`config.mk`:
```
export PLATFORM = sky130hd
export DESIGN_NAME = snake_game_ctrl_flat
export DESIGN_NICKNAME = d
export VERILOG_FILES = /design/src/rtl/snake_game_ctrl_if.sv /design/src/rtl/snake_game_ctrl.sv /design/src/flat_wrapper.sv
export SDC_FILE = /design/constraint.sdc
export NUM_CORES = 1
export LEC_CHECK = 0
export ABC_AREA = 1
export CAP_MARGIN = 0
export CORE_MARGIN = 1
export CORE_UTILIZATION = 32
export CTS_CLUSTER_DIAMETER = 80
export CTS_CLUSTER_SIZE = 30
export DETAILED_ROUTE_END_ITERATION = 10
export MAX_ROUTING_LAYER = met4
export PLACE_DENSITY_LB_ADDON = 0.05
export SETUP_SLACK_MARGIN = 0.02
export SYNTH_ARGS = -nofsm -noshare
export SYNTH_HDL_FRONTEND = slang
export SYNTH_SLANG_ARGS = --single-unit
```
`constraint.sdc`:
```
create_clock -name clk -period 4.5 [get_ports clk]
set_clock_uncertainty 0.1 [all_clocks]
set_input_delay 0.45 -clock clk [delete_from_list [all_inputs] [get_ports clk]]
set_output_delay 0.45 -clock clk [all_outputs]
set_load 0.02 [all_outputs]
```
`src/rtl/snake_game_ctrl_if.sv`:
```
// Control/datapath bundle between the snake game sequencer and the board datapath.
// The master side is the sequencer; the slave side is the head/body/apple datapath.
interface snake_game_ctrl_if;
  logic       key_left;
  logic       key_right;
  logic       key_up;
  logic       key_down;
  logic       start;
  logic       pause;
  logic [6:0] headX;
  logic [6:0] headY;
  logic [6:0] appleX;
  logic [6:0] appleY;
  logic       body_at_probe;
  logic [6:0] probeX;
  logic [6:0] probeY;
  logic       dir_left;
  logic       dir_right;
  logic       dir_up;
  logic       dir_down;
  logic       step;
  logic       grow;
  logic       apple_req;
  logic       dead;
  logic [7:0] score;

  modport master (
    input  key_left, key_right, key_up, key_down, start, pause,
    input  headX, headY, appleX, appleY, body_at_probe,
    output probeX, probeY, dir_left, dir_right, dir_up, dir_down,
    output step, grow, apple_req, dead, score
  );

  modport slave (
    output key_left, key_right, key_up, key_down, start, pause,
    output headX, headY, appleX, appleY, body_at_probe,
    input  probeX, probeY, dir_left, dir_right, dir_up, dir_down,
    input  step, grow, apple_req, dead, score
  );
endinterface

```
`src/rtl/snake_game_ctrl.sv`:
```
// Snake game sequencer: key filtering, move pacing, collision pre-check through
// the body probe, step/grow/apple_req strobes, IDLE->RUN->DEAD lifecycle and score.
module snake_game_ctrl #(
  parameter int WIDTH       = 32,
  parameter int HEIGHT      = 32,
  parameter int TICK_CYCLES = 5000000
) (
  input logic              clk,
  input logic              reset,
  snake_game_ctrl_if.master bus
);

  localparam int CNT_W = $clog2(TICK_CYCLES + 1);
  localparam logic [CNT_W-1:0] TICK_LAST = CNT_W'(TICK_CYCLES - 1);
  localparam logic [6:0] X_LAST = 7'(WIDTH - 1);
  localparam logic [6:0] Y_LAST = 7'(HEIGHT - 1);

  // Opposite directions are bitwise complements in this encoding.
  typedef enum logic [1:0] {
    DIR_UP    = 2'b00,
    DIR_RIGHT = 2'b01,
    DIR_LEFT  = 2'b10,
    DIR_DOWN  = 2'b11
  } dir_t;

  typedef enum logic [1:0] {
    S_IDLE  = 2'b00,
    S_RUN   = 2'b01,
    S_CHECK = 2'b10,
    S_DEAD  = 2'b11
  } state_t;

  state_t           state_q, state_d;
  logic [CNT_W-1:0] cnt_q, cnt_d;
  dir_t             pending_q, pending_d;
  dir_t             committed_q, committed_d;
  logic [7:0]       score_q, score_d;
  logic             apple_req_p1;

  logic       step_c;
  logic       grow_c;
  logic [3:0] keys;
  logic       key_valid;
  dir_t       key_dir;
  logic [6:0] probe_x;
  logic [6:0] probe_y;
  logic       hit_apple;
  logic       dir_active;

  function automatic dir_t opposite(input dir_t d);
    return dir_t'(~d);
  endfunction

  function automatic logic [7:0] sat_inc(input logic [7:0] s);
    return (s == 8'hFF) ? 8'hFF : s + 8'd1;
  endfunction

  function automatic logic [6:0] wrap_inc(input logic [6:0] c, input logic [6:0] last);
    return (c == last) ? 7'd0 : c + 7'd1;
  endfunction

  function automatic logic [6:0] wrap_dec(input logic [6:0] c, input logic [6:0] last);
    return (c == 7'd0) ? last : c - 7'd1;
  endfunction

  // Key decode: only a single pressed key names a direction.
  always_comb begin
    keys      = {bus.key_left, bus.key_right, bus.key_up, bus.key_down};
    key_valid = $onehot(keys);
    key_dir   = DIR_UP;
    case (keys)
      4'b1000: key_dir = DIR_LEFT;
      4'b0100: key_dir = DIR_RIGHT;
      4'b0010: key_dir = DIR_UP;
      4'b0001: key_dir = DIR_DOWN;
      default: key_dir = DIR_UP;
    endcase
  end

  // Next head position in the pending direction, wrapping at the board edges.
  always_comb begin
    probe_x = bus.headX;
    probe_y = bus.headY;
    case (pending_q)
      DIR_LEFT:  probe_x = wrap_dec(bus.headX, X_LAST);
      DIR_RIGHT: probe_x = wrap_inc(bus.headX, X_LAST);
      DIR_UP:    probe_y = wrap_dec(bus.headY, Y_LAST);
      DIR_DOWN:  probe_y = wrap_inc(bus.headY, Y_LAST);
      default:   probe_x = bus.headX;
    endcase
    hit_apple = (probe_x == bus.appleX) && (probe_y == bus.appleY);
  end

  always_comb begin
    state_d     = state_q;
    cnt_d       = cnt_q;
    pending_d   = pending_q;
    committed_d = committed_q;
    score_d     = score_q;
    step_c      = 1'b0;
    grow_c      = 1'b0;
    case (state_q)
      S_IDLE: begin
        if (key_valid) begin
          pending_d   = key_dir;
          committed_d = key_dir;
          cnt_d       = '0;
          state_d     = S_RUN;
        end
      end
      S_RUN: begin
        if (key_valid && (key_dir != opposite(committed_q))) begin
          pending_d = key_dir;
        end
        if (!bus.pause) begin
          if (cnt_q == TICK_LAST) begin
            cnt_d   = '0;
            state_d = S_CHECK;
          end else begin
            cnt_d = cnt_q + CNT_W'(1);
          end
        end
      end
      S_CHECK: begin
        if (bus.body_at_probe) begin
          state_d = S_DEAD;
        end else begin
          step_c      = 1'b1;
          grow_c      = hit_apple;
          committed_d = pending_q;
          if (hit_apple) begin
            score_d = sat_inc(score_q);
          end
          // pending_q becomes the committed direction at this edge
          if (key_valid && (key_dir != opposite(pending_q))) begin
            pending_d = key_dir;
          end
          cnt_d   = '0;
          state_d = S_RUN;
        end
      end
      S_DEAD: begin
        if (bus.start) begin
          score_d = 8'd0;
          state_d = S_IDLE;
        end
      end
      default: state_d = S_IDLE;
    endcase
  end

  always_ff @(posedge clk) begin
    if (reset) begin
      state_q <= S_IDLE;
    end else begin
      state_q <= state_d;
    end
  end

  always_ff @(posedge clk) begin
    if (reset) begin
      cnt_q        <= '0;
      pending_q    <= DIR_UP;
      committed_q  <= DIR_UP;
      score_q      <= 8'd0;
      apple_req_p1 <= 1'b0;
    end else begin
      cnt_q        <= cnt_d;
      pending_q    <= pending_d;
      committed_q  <= committed_d;
      score_q      <= score_d;
      apple_req_p1 <= grow_c;
    end
  end

  assign dir_active    = (state_q == S_RUN) || (state_q == S_CHECK);
  assign bus.probeX    = probe_x;
  assign bus.probeY    = probe_y;
  assign bus.dir_left  = dir_active && (committed_q == DIR_LEFT);
  assign bus.dir_right = dir_active && (committed_q == DIR_RIGHT);
  assign bus.dir_up    = dir_active && (committed_q == DIR_UP);
  assign bus.dir_down  = dir_active && (committed_q == DIR_DOWN);
  assign bus.step      = step_c;
  assign bus.grow      = grow_c;
  assign bus.apple_req = apple_req_p1;
  assign bus.dead      = (state_q == S_DEAD);
  assign bus.score     = score_q;

endmodule
```
`src/flat_wrapper.sv`:
```
// flat-port wrapper written by rule: the top's interface ports become plain ports
module snake_game_ctrl_flat 
#(
  parameter int WIDTH       = 32,
  parameter int HEIGHT      = 32,
  parameter int TICK_CYCLES = 5000000
)
  (clk, reset, bus_key_left, bus_key_right, bus_key_up, bus_key_down, bus_start, bus_pause, bus_headX, bus_headY, bus_appleX, bus_appleY, bus_body_at_probe, bus_probeX, bus_probeY, bus_dir_left, bus_dir_right, bus_dir_up, bus_dir_down, bus_step, bus_grow, bus_apple_req, bus_dead, bus_score);
  snake_game_ctrl_if bus_i ();
  input logic clk;
  input logic reset;
  input wire logic [$bits(bus_i.key_left)-1:0] bus_key_left;
  input wire logic [$bits(bus_i.key_right)-1:0] bus_key_right;
  input wire logic [$bits(bus_i.key_up)-1:0] bus_key_up;
  input wire logic [$bits(bus_i.key_down)-1:0] bus_key_down;
  input wire logic [$bits(bus_i.start)-1:0] bus_start;
  input wire logic [$bits(bus_i.pause)-1:0] bus_pause;
  input wire logic [$bits(bus_i.headX)-1:0] bus_headX;
  input wire logic [$bits(bus_i.headY)-1:0] bus_headY;
  input wire logic [$bits(bus_i.appleX)-1:0] bus_appleX;
  input wire logic [$bits(bus_i.appleY)-1:0] bus_appleY;
  input wire logic [$bits(bus_i.body_at_probe)-1:0] bus_body_at_probe;
  output wire logic [$bits(bus_i.probeX)-1:0] bus_probeX;
  output wire logic [$bits(bus_i.probeY)-1:0] bus_probeY;
  output wire logic [$bits(bus_i.dir_left)-1:0] bus_dir_left;
  output wire logic [$bits(bus_i.dir_right)-1:0] bus_dir_right;
  output wire logic [$bits(bus_i.dir_up)-1:0] bus_dir_up;
  output wire logic [$bits(bus_i.dir_down)-1:0] bus_dir_down;
  output wire logic [$bits(bus_i.step)-1:0] bus_step;
  output wire logic [$bits(bus_i.grow)-1:0] bus_grow;
  output wire logic [$bits(bus_i.apple_req)-1:0] bus_apple_req;
  output wire logic [$bits(bus_i.dead)-1:0] bus_dead;
  output wire logic [$bits(bus_i.score)-1:0] bus_score;
  assign bus_i.key_left = bus_key_left;
  assign bus_i.key_right = bus_key_right;
  assign bus_i.key_up = bus_key_up;
  assign bus_i.key_down = bus_key_down;
  assign bus_i.start = bus_start;
  assign bus_i.pause = bus_pause;
  assign bus_i.headX = bus_headX;
  assign bus_i.headY = bus_headY;
  assign bus_i.appleX = bus_appleX;
  assign bus_i.appleY = bus_appleY;
  assign bus_i.body_at_probe = bus_body_at_probe;
  assign bus_probeX = bus_i.probeX;
  assign bus_probeY = bus_i.probeY;
  assign bus_dir_left = bus_i.dir_left;
  assign bus_dir_right = bus_i.dir_right;
  assign bus_dir_up = bus_i.dir_up;
  assign bus_dir_down = bus_i.dir_down;
  assign bus_step = bus_i.step;
  assign bus_grow = bus_i.grow;
  assign bus_apple_req = bus_i.apple_req;
  assign bus_dead = bus_i.dead;
  assign bus_score = bus_i.score;
  snake_game_ctrl #(.WIDTH(WIDTH), .HEIGHT(HEIGHT), .TICK_CYCLES(TICK_CYCLES)) u_core (.clk(clk), .reset(reset), .bus(bus_i));
endmodule
```
---- Word level (Yosys, flattened, before mapping) ----
Cells that the tools add are included.
word-level totals
  bits in registers ....................... 38
  input bits .............................. 37
  word-level logic and storage cells ...... 101
operators by class
  $add $sub $neg .......................... 9
  equal/unequal tests ..................... 29
  muxes and demuxes ....................... 34
  bitwise operators ....................... 2
  reductions and logical operators ........ 21
operators with widths
  operator               number
  $mux 23                4
  $pmux 23 s3            1
  $mux 8                 4
  $mux 7                 4
  $pmux 7 s2             2
  $add 23x1->23 const B  1
  $eq 23x23->1 const B   1
  $mux 2                 10
  $pmux 8 s2             1
  $add 7x1->7 const B    2
  $eq 7x5->1 const B     2
  $eq 7x7->1             2
  $logic_not 7->1        2
  $sub 7x1->7 const B    2
  $eq 2x2->1 const B     6
  $pmux 2 s3             2
  $reduce_and 4->1       3
  $ne 2x1->1 const B     5
  $add 8x1->8 const B    1
  $eq 8x8->1 const B     1
  $pmux 2 s4             1
  $logic_and 1x1->1      7
  $eq 2x1->1 const B     3
  $logic_not 2->1        3
  16 further kinds       25

---- Depth between registers and ports, before layout ----
Gate-level depths: netlist of the first run.
  word-level depth ........................ 8
  mapped depth ............................ 21
  gate-level depth less buffers ........... 21

---- Worst setup path before layout of the first run ----
No wires, ideal clock.
  kind .................................... input-to-reg
  start point ............................. input port bus_key_right
  end point ............................... register u_core.cnt_q[15]
  setup time .............................. 0.064 ns
  data arrival time ....................... 2.829 ns
  required time ........................... 4.336 ns
  slack ................................... 1.507 ns
  stages on the path ...................... 20
  buffers on the path ..................... 0
  cell sequence ........................... inv_1 -> ha_1 -> ha_1 -> fa_1 -> nand3b_4 -> nand2_2 -> nand2_1 -> nor2_2 -> nand2_2 -> nor3_4 -> nand2_2 -> nor2_4 -> nand2_2 -> nor2_4 -> nand2_2 -> nor2_4 -> nand3_1 -> nand2_1 -> inv_1 -> nor2_1
on the way
  cells in the longest elaborated chain, start to end .. 5
ends and longest elaborated chain
  item                               RTL line                source
  start, declared                    flat_wrapper.sv:13      input wire logic [$bits(bus_i.key_right)-1:0] bus_key_right;
  $add 1x1->2 (implied by the code)  snake_game_ctrl.sv:69   key_valid = $onehot(keys);
  $add 3x3->3 (implied by the code)  snake_game_ctrl.sv:69
  $eq 3x1->1                         snake_game_ctrl.sv:69
  $ne 2x1->1 (no source line)        -
  $reduce_and 4->1 (no source line)  -
  end signal, assigned               snake_game_ctrl.sv:168  cnt_q <= cnt_d;
  end, declared                      snake_game_ctrl.sv:34   logic [CNT_W-1:0] cnt_q, cnt_d;
No other way between the ends.
A chain may end at the register's enable or synchronous reset.

---- Worst setup path after layout of the first run ----
  start point ............................. input port bus_headY[0]
  end point ............................... output port bus_grow
on the way
  cells in the longest elaborated chain, start to end .. 7
  elaborated cells on any way between the ends .. 11
ends and longest elaborated chain
  item                                 RTL line                                      source
  start, declared                      flat_wrapper.sv:19                            input wire logic [$bits(bus_i.headY)-1:0] bus_headY;
  $add 7x1->7 (tied with other cells)  snake_game_ctrl.sv:59                         return (c == last) ? 7'd0 : c + 7'd1;
  $mux 7, on equally long branches     snake_game_ctrl.sv:59, snake_game_ctrl.sv:63
  $pmux 7 s2 *                         snake_game_ctrl.sv:84                         case (pending_q)
  $eq 7x7->1 *                         snake_game_ctrl.sv:91                         hit_apple = (probe_x == bus.appleX) && (probe_y == bus.appleY);
  $logic_and 1x1->1 *                  snake_game_ctrl.sv:91
  $mux 1 *                             snake_game_ctrl.sv:125                        if (bus.body_at_probe) begin
  $mux 1 *                             snake_game_ctrl.sv:102                        case (state_q)
  end, declared                        flat_wrapper.sv:30                            output wire logic [$bits(bus_i.grow)-1:0] bus_grow;
Mark *: on every way between the ends. The rest lies on a longest branch, timed or not.

==> results of run 1 <==
-- worst max path at each step --
stage / from / endpoint / slack [ns] / depth (start not counted)
final: bus_headY[0] / bus_grow / 0.60 / 18
after global routing: bus_headY[0] / bus_grow / 0.23 / 18
after CTS: bus_headY[0] / bus_grow / 0.54 / 18
after detailed placement: bus_headY[0] / bus_grow / 0.56 / 18
after global placement: bus_headY[0] / bus_grow / 0.58 / 18
after floorplan: bus_key_right / u_core.cnt_q[15] / 1.51 / 20
-- state kept, by name (all words and copies together) (netlist names) --
signal	flops
u_core.bus.apple_req	1
u_core.bus.score	8
u_core.cnt_q	23
u_core.committed_q	2
u_core.pending_q	2
u_core.state_q	2
-- cell type report --
cell class | instances | area [sq um]
fillers | 1238 | 6764
inverters | 102 | 382.9
well taps | 143 | 178.9
multi-input cells | 468 | 2490
repair buffers | 68 | 675.6
flip-flops and latches | 38 | 760.7
clock buffers | 8 | 166.4
-- where the power goes --
group          switching [mW]  internal (mW)
Clock                   0.137          0.251
Sequential             0.0399          0.379
Combinational           0.998          0.644
Total                    1.18           1.27
-- cell families after synthesis --
logic type	Yosys count	synth area share, %
AOI/OAI and AO/OA	70	10.18
buffers and inverters	115	13.26
xor gates and xnor gates	14	3.272
DFF	38	20.30
and+or+nand+nor	360	44.77
adders and majority gates	24	8.214
-- worst register-to-register path, delay by kind of cell, from the launching register on --
kind | cells | cell delay, ns
and+or+nand+nor | 12 | 1.27
buffers and inverters | 2 | 0.56
DFF | 1 | 0.35
adders and majority gates | 1 | 0.32
AOI/OAI and AO/OA | 1 | 0.21
-- cell usage after synthesis (3+ instances only) --
cell	n	area, sq um
nand2_2	5	31.28
nand3_2	4	40.04
inv_1	98	367.9
nor3_1	20	100.1
dfxtp_1	38	760.7
nor2_1	57	214.0
buf_2	3	15.01
nor2_2	3	18.77
or2_2	3	18.77
a31oi_1	3	18.77
xnor2_1	3	26.28
a21oi_1	31	155.2
nand3b_1	6	45.04
nand3_1	60	300.3
o21ai_1	3	15.01
nor2_4	5	56.30
nand2_1	167	626.9
o21ai_0	24	120.1
nor4_1	4	25.02
nand2_4	3	33.78
nand4_1	17	106.4
ha_1	23	287.8
buf_6	3	33.78
xor2_1	11	96.34
-- layer usage --
| layer | wire (um) | track usage, % | vias to the layer above |
|---|---|---|---|
| met5 | 0 | - | - |
| met4 | 51 | 2.538 | 0 |
| met3 | 391 | 2.704 | 5 |
| met2 | 4322 | 26.61 | 73 |
| met1 | 4896 | 22.82 | 1765 |
| li1 | - | - | 2122 |
-- per-stage QoR --
stage	setup slack, ns	utilization, %
2_1_floorplan	1.507	-
3_3_place_gp	0.5755	39.31
3_5_place_dp	0.5582	39.31
4_1_cts	0.5424	40.76
5_1_grt	0.2326	40.76
6_report	0.5953	40.76
==> impl_results.md, run 1 <==
- Kind of cell adding the most delay to the critical path: buffers and inverters
- PostCTS Resize Cnt: 0
- Final setup fails: 0
- Via count: 3965
- Placed Cells: 819
- Clk root buf: clkbuf_16
- Critical Path Fanout Max: 7
- Effective utilization at floorplan: 32.82%
- FF+latch count, synth: 38
- Hold Path End: u_core.cnt_q[17]
- Netlist cell types: 43
- Vias in the first global route: 3470
- Post-synth EDFFs: 0
- Final ANT Viol Nets: 0
- Worst hold path type: flip-flop to flip-flop
- Worst path cell trace: clkdlybuf4s50_1 -> inv_1 -> ha_1 -> inv_1 -> nor2_1 -> nand2_1 -> nand3_1 -> nand2_1 -> nand2_1 -> nand2_1 -> nand2_1 -> nand2_1 -> nor2_1 -> nand2_1 -> nor2_1 -> nand3_2 -> nor2_1 -> clkdlybuf4s50_1
- Total global-route track usage: 16.76%
- Buf/Inv on CP: 4
- Avg Vias per Cell: 4.794
- Post-DP HPWL: 7737 um
- Gr ovfl total: 0
- Critical Path Start Type: input port
- Nets: 744
- Fmax achieved: 0.2561 GHz
- Post-CTS setup buffer count: 0
- Die height: 110.2 um
- # H-tree levels: 2
- I/O pin total: 67
- Worst EP required: 3.95 ns
- RR Startpoint: u_core.pending_q[0]
- Cell mode on critical path: nand2_1
- Synthesized cell area: 0.003747 sq mm
- DP Area: 0.004488 sq mm
- Worst R2R Path Depth: 16
- Post-synthesis instance total: 621
- Leakage: 2.065 nW
- Layout area overhead: 24.21%
- First-pass GRT wire length: 15930 um
- Most frequent cells in the layout: nand2_1 (167), inv_1 (98), clkdlybuf4s50_1 (66)
- Max_cap viols: 0
- Slowest cell on the critical path: clkdlybuf4s50_1
- PwrDens: 526.1 mW/mm^2
- Input/output buffers: 66
- Hold Buf Count CTS: 0
- VDD IR-drop max: 0.3623 mV
- Total negative slack: 0 ns
- Hold Path Depth: 1
- Post-layout power: 2.449 mW
- Clk_lat worst skew: 0.28 ns
- Final Max Tran Viols: 0
- Pre-Repair DR Iteration Count: 4
- Most common cell after layout, fill and taps aside: nand2_1
- Core area: 0.01142 sq mm
- Clock tree buffer depth: 2
- Worst-Margin Slew: 1.031 ns
- Post-synthesis async set-or-reset flop share: 0%
- Max incr delay on CP: 0.60 ns
- Max transition margin: 31.24%
- Fin. Hold Viols: 0
- Drc violations: 0
- Final wirelength: 9662 um
- Total clock sinks: 38
- Prevailing post-synth register cell: dfxtp_1
- Clock-pin slew on the worst setup and hold paths: 0.06 ns
- Hold_ws: 0.3775 ns
- Die area: 0.01215 sq mm
- ANT cells: 0
- TritonCTS buffer count: 5
- Pin count of the biggest net entering global routing: 17
- Avg WL per Cell: 11.68 um
- Period utilization: 86.77%
- Share of layout cells above drive strength 1: 5.702%
- Initial antenna violation count: 0
- Clock period minus worst slack: 3.905 ns
- Initial DRC Count: 180
- FP Rows: 39
- Post-synthesis sequential area ratio: 20.30%
- Final Wtd Congestion: 0.8052
- Die width: 110.2 um
- HP Start: u_core.cnt_q[17]
- Kind of critical path: input port to primary output
- Status: complete, no violations
- Post-Syn Nets: 682
- Reg2reg end: u_core.bus.score[4]
- Design area: 0.004654 sq mm
- Non-Filler Instances: 827
- RSZ-0062 raised after global routing: no
- Syn avg cell area: 6.034 sq um
- Synth warn: 0
- Arr. time, crit path: 3.35 ns
- CTS tree: built
- CP Capture Type: primary output
- R2R setup slack: 1.64 ns
Power figures use the tool's default switching activity.
==> run 2: changes to the inputs <==
==> constraint.sdc (replaced) <==
create_clock -name clk -period 3.4 [get_ports clk]
set_clock_uncertainty 0.1 [all_clocks]
set_input_delay 0.34 -clock clk [delete_from_list [all_inputs] [get_ports clk]]
set_output_delay 0.34 -clock clk [all_outputs]
set_load 0.02 [all_outputs]
==> impl_results.md, run 2 (synthesized netlist as in run 1, its figures left out) <==
- Hold Path Depth: 1
- CTS tree: built
- Filler cells: 1244
- Initial DRC Count: 154
- Final ANT Viol Nets: 0
- Clock period minus worst slack: 3.046 ns
- Share of layout cells above drive strength 1: 12.47%
- Final Wtd Congestion: 0.8559
- Post-layout power: 3.427 mW
- Gr ovfl total: 0
- ANT cells: 0
- # H-tree levels: 2
- CP Capture Type: primary output
- FP Rows: 39
- Reg2reg end: u_core.bus.score[5]
- Initial antenna violation count: 0
- TritonCTS buffer count: 5
- Vias in the first global route: 3746
- Total global-route track usage: 17.53%
- Avg WL per Cell: 11.46 um
- First-pass GRT wire length: 16650 um
- Max transition margin: 68.93%
- Clk root buf: clkbuf_16
- Pre-CTS setup slack: -0.1142 ns
- Status: complete, no violations
- DP Area: 0.004801 sq mm
- HP Start: u_core.cnt_q[17]
- RSZ-0062 raised after global routing: no
- Fmax achieved: 0.3283 GHz
- Critical Path Fanout Max: 4
- Nets: 791
- Post-DP HPWL: 7883 um
- Effective utilization at floorplan: 32.82%
- Design area: 0.005006 sq mm
- Total clock sinks: 38
- Multi-input gate area: 0.002505 sq mm
- Max FFs per register: 23
- R2R setup slack: 0.65 ns
- Pre-Repair DR Iteration Count: 4
- Worst EP required: 2.96 ns
- VDD IR-drop max: 0.3736 mV
- Arr. time, crit path: 2.61 ns
- Pin count of the biggest net entering global routing: 16
- Final wirelength: 10010 um
- RR Startpoint: u_core.pending_q[0]
- Clock tree buffer depth: 2
- Most common cell after layout, fill and taps aside: nand2_1
- Die area: 0.01215 sq mm
- Avg Vias per Cell: 4.698
- Reg with most FFs: u_core.cnt_q
- Clock-pin slew on the worst setup and hold paths: 0.05 ns
- Fin. Hold Viols: 0
- Worst-Margin Slew: 0.4656 ns
- Final setup fails: 0
- I/O pin total: 67
- Max_cap viols: 0
- Reg area: 760.7 sq um
- Final Max Tran Viols: 0
- Die width: 110.2 um
- Kind of critical path: input port to primary output
- Die height: 110.2 um
- PwrDens: 684.6 mW/mm^2
- Hold Path End: u_core.cnt_q[17]
- Hold Buf Count CTS: 0
- Via count: 4101
- Critical Path Start Type: input port
- Layout area overhead: 33.59%
- Worst R2R Path Depth: 19
- Leakage: 2.311 nW
- Most frequent cells in the layout: nand2_1 (167), inv_1 (95), clkdlybuf4s50_1 (61)
- Input/output buffers: 66
- Drc violations: 0
- Setup WS post-layout: 0.3537 ns
- Clk_lat worst skew: 0.28 ns
- Worst hold path type: flip-flop to flip-flop
- Period utilization: 89.60%
- Core area: 0.01142 sq mm
[run 2: worst max-delay path by stage]
| stage | start | to | slack, ns | cells after the start |
|---|---|---|---|---|
| final | bus_headY[0] | bus_grow | 0.35 | 18 |
| after global routing | u_core.pending_q[0] | bus_grow | 0.04 | 15 |
| after CTS | u_core.pending_q[0] | bus_grow | 0.15 | 15 |
| after detailed placement | bus_key_right | u_core.cnt_q[21] | -0.11 | 19 |
| after global placement | bus_headY[0] | bus_grow | -0.1 | 18 |
| after floorplan | bus_key_right | u_core.cnt_q[15] | 0.52 | 20 |
[run 2: layout make-up]
cell class / count / share of cell area, %
clock buffers: 7 / 2.649
flip-flops and latches: 38 / 15.20
well taps: 143 / 3.574
multi-input cells: 468 / 50.04
repair buffers: 115 / 20.89
inverters: 102 / 7.648
[run 2: timing repair]
| item | 4_1_cts | 5_1_grt |
|---|---|---|
| buffers inserted | 0 | 7 |
| endpoints found under the setup margin | 1 | 7 |
| gates resized for setup | 2 | 12 |
| pin swaps | 0 | 15 |
[run 2: worst max-delay path, cell delays in order]
cell and delay, ns:
clkdlybuf4s50_1 0.46, inv_1 0.14, ha_1 0.24, inv_1 0.05
nor2_1 0.18, nand2_1 0.09, nand3_1 0.10, nand2_1 0.05
nand2_1 0.08, nand2_1 0.07, nand2_1 0.06, nand2_1 0.06
nor2_1 0.08, nand2_1 0.05, nor2_1 0.13, nand3_2 0.11
nor2_1 0.12, clkbuf_2 0.18
[run 2: layer usage]
layer	up-vias	global-route usage [%]	share of wire, %
met4	0	2.538	0.36
met3	4	3.175	3.3
met2	65	28.84	46
li1	2215	-	-
met1	1817	22.90	51
met5	-	-	0
[run 2: report_power, final]
part | switching [mW] | total [mW] | internal [mW]
Combinational | 1.37 | 2.43 | 1.06
Sequential | 0.0526 | 0.554 | 0.502
Clock | 0.170 | 0.438 | 0.268
[run 2: through the flow]
stage / std cells / utilization, % / hold WS (ns) / TNS [ns]
2_1_floorplan: 621 / - / 0.3091 / 0
3_3_place_gp: 859 / 42.04 / 0.3617 / -0.1654
3_5_place_dp: 859 / 42.04 / 0.3754 / -0.4469
4_1_cts: 866 / 43.20 / 0.3822 / 0
5_1_grt: 873 / 43.84 / 0.4116 / 0
6_report: 873 / 43.84 / 0.3869 / 0
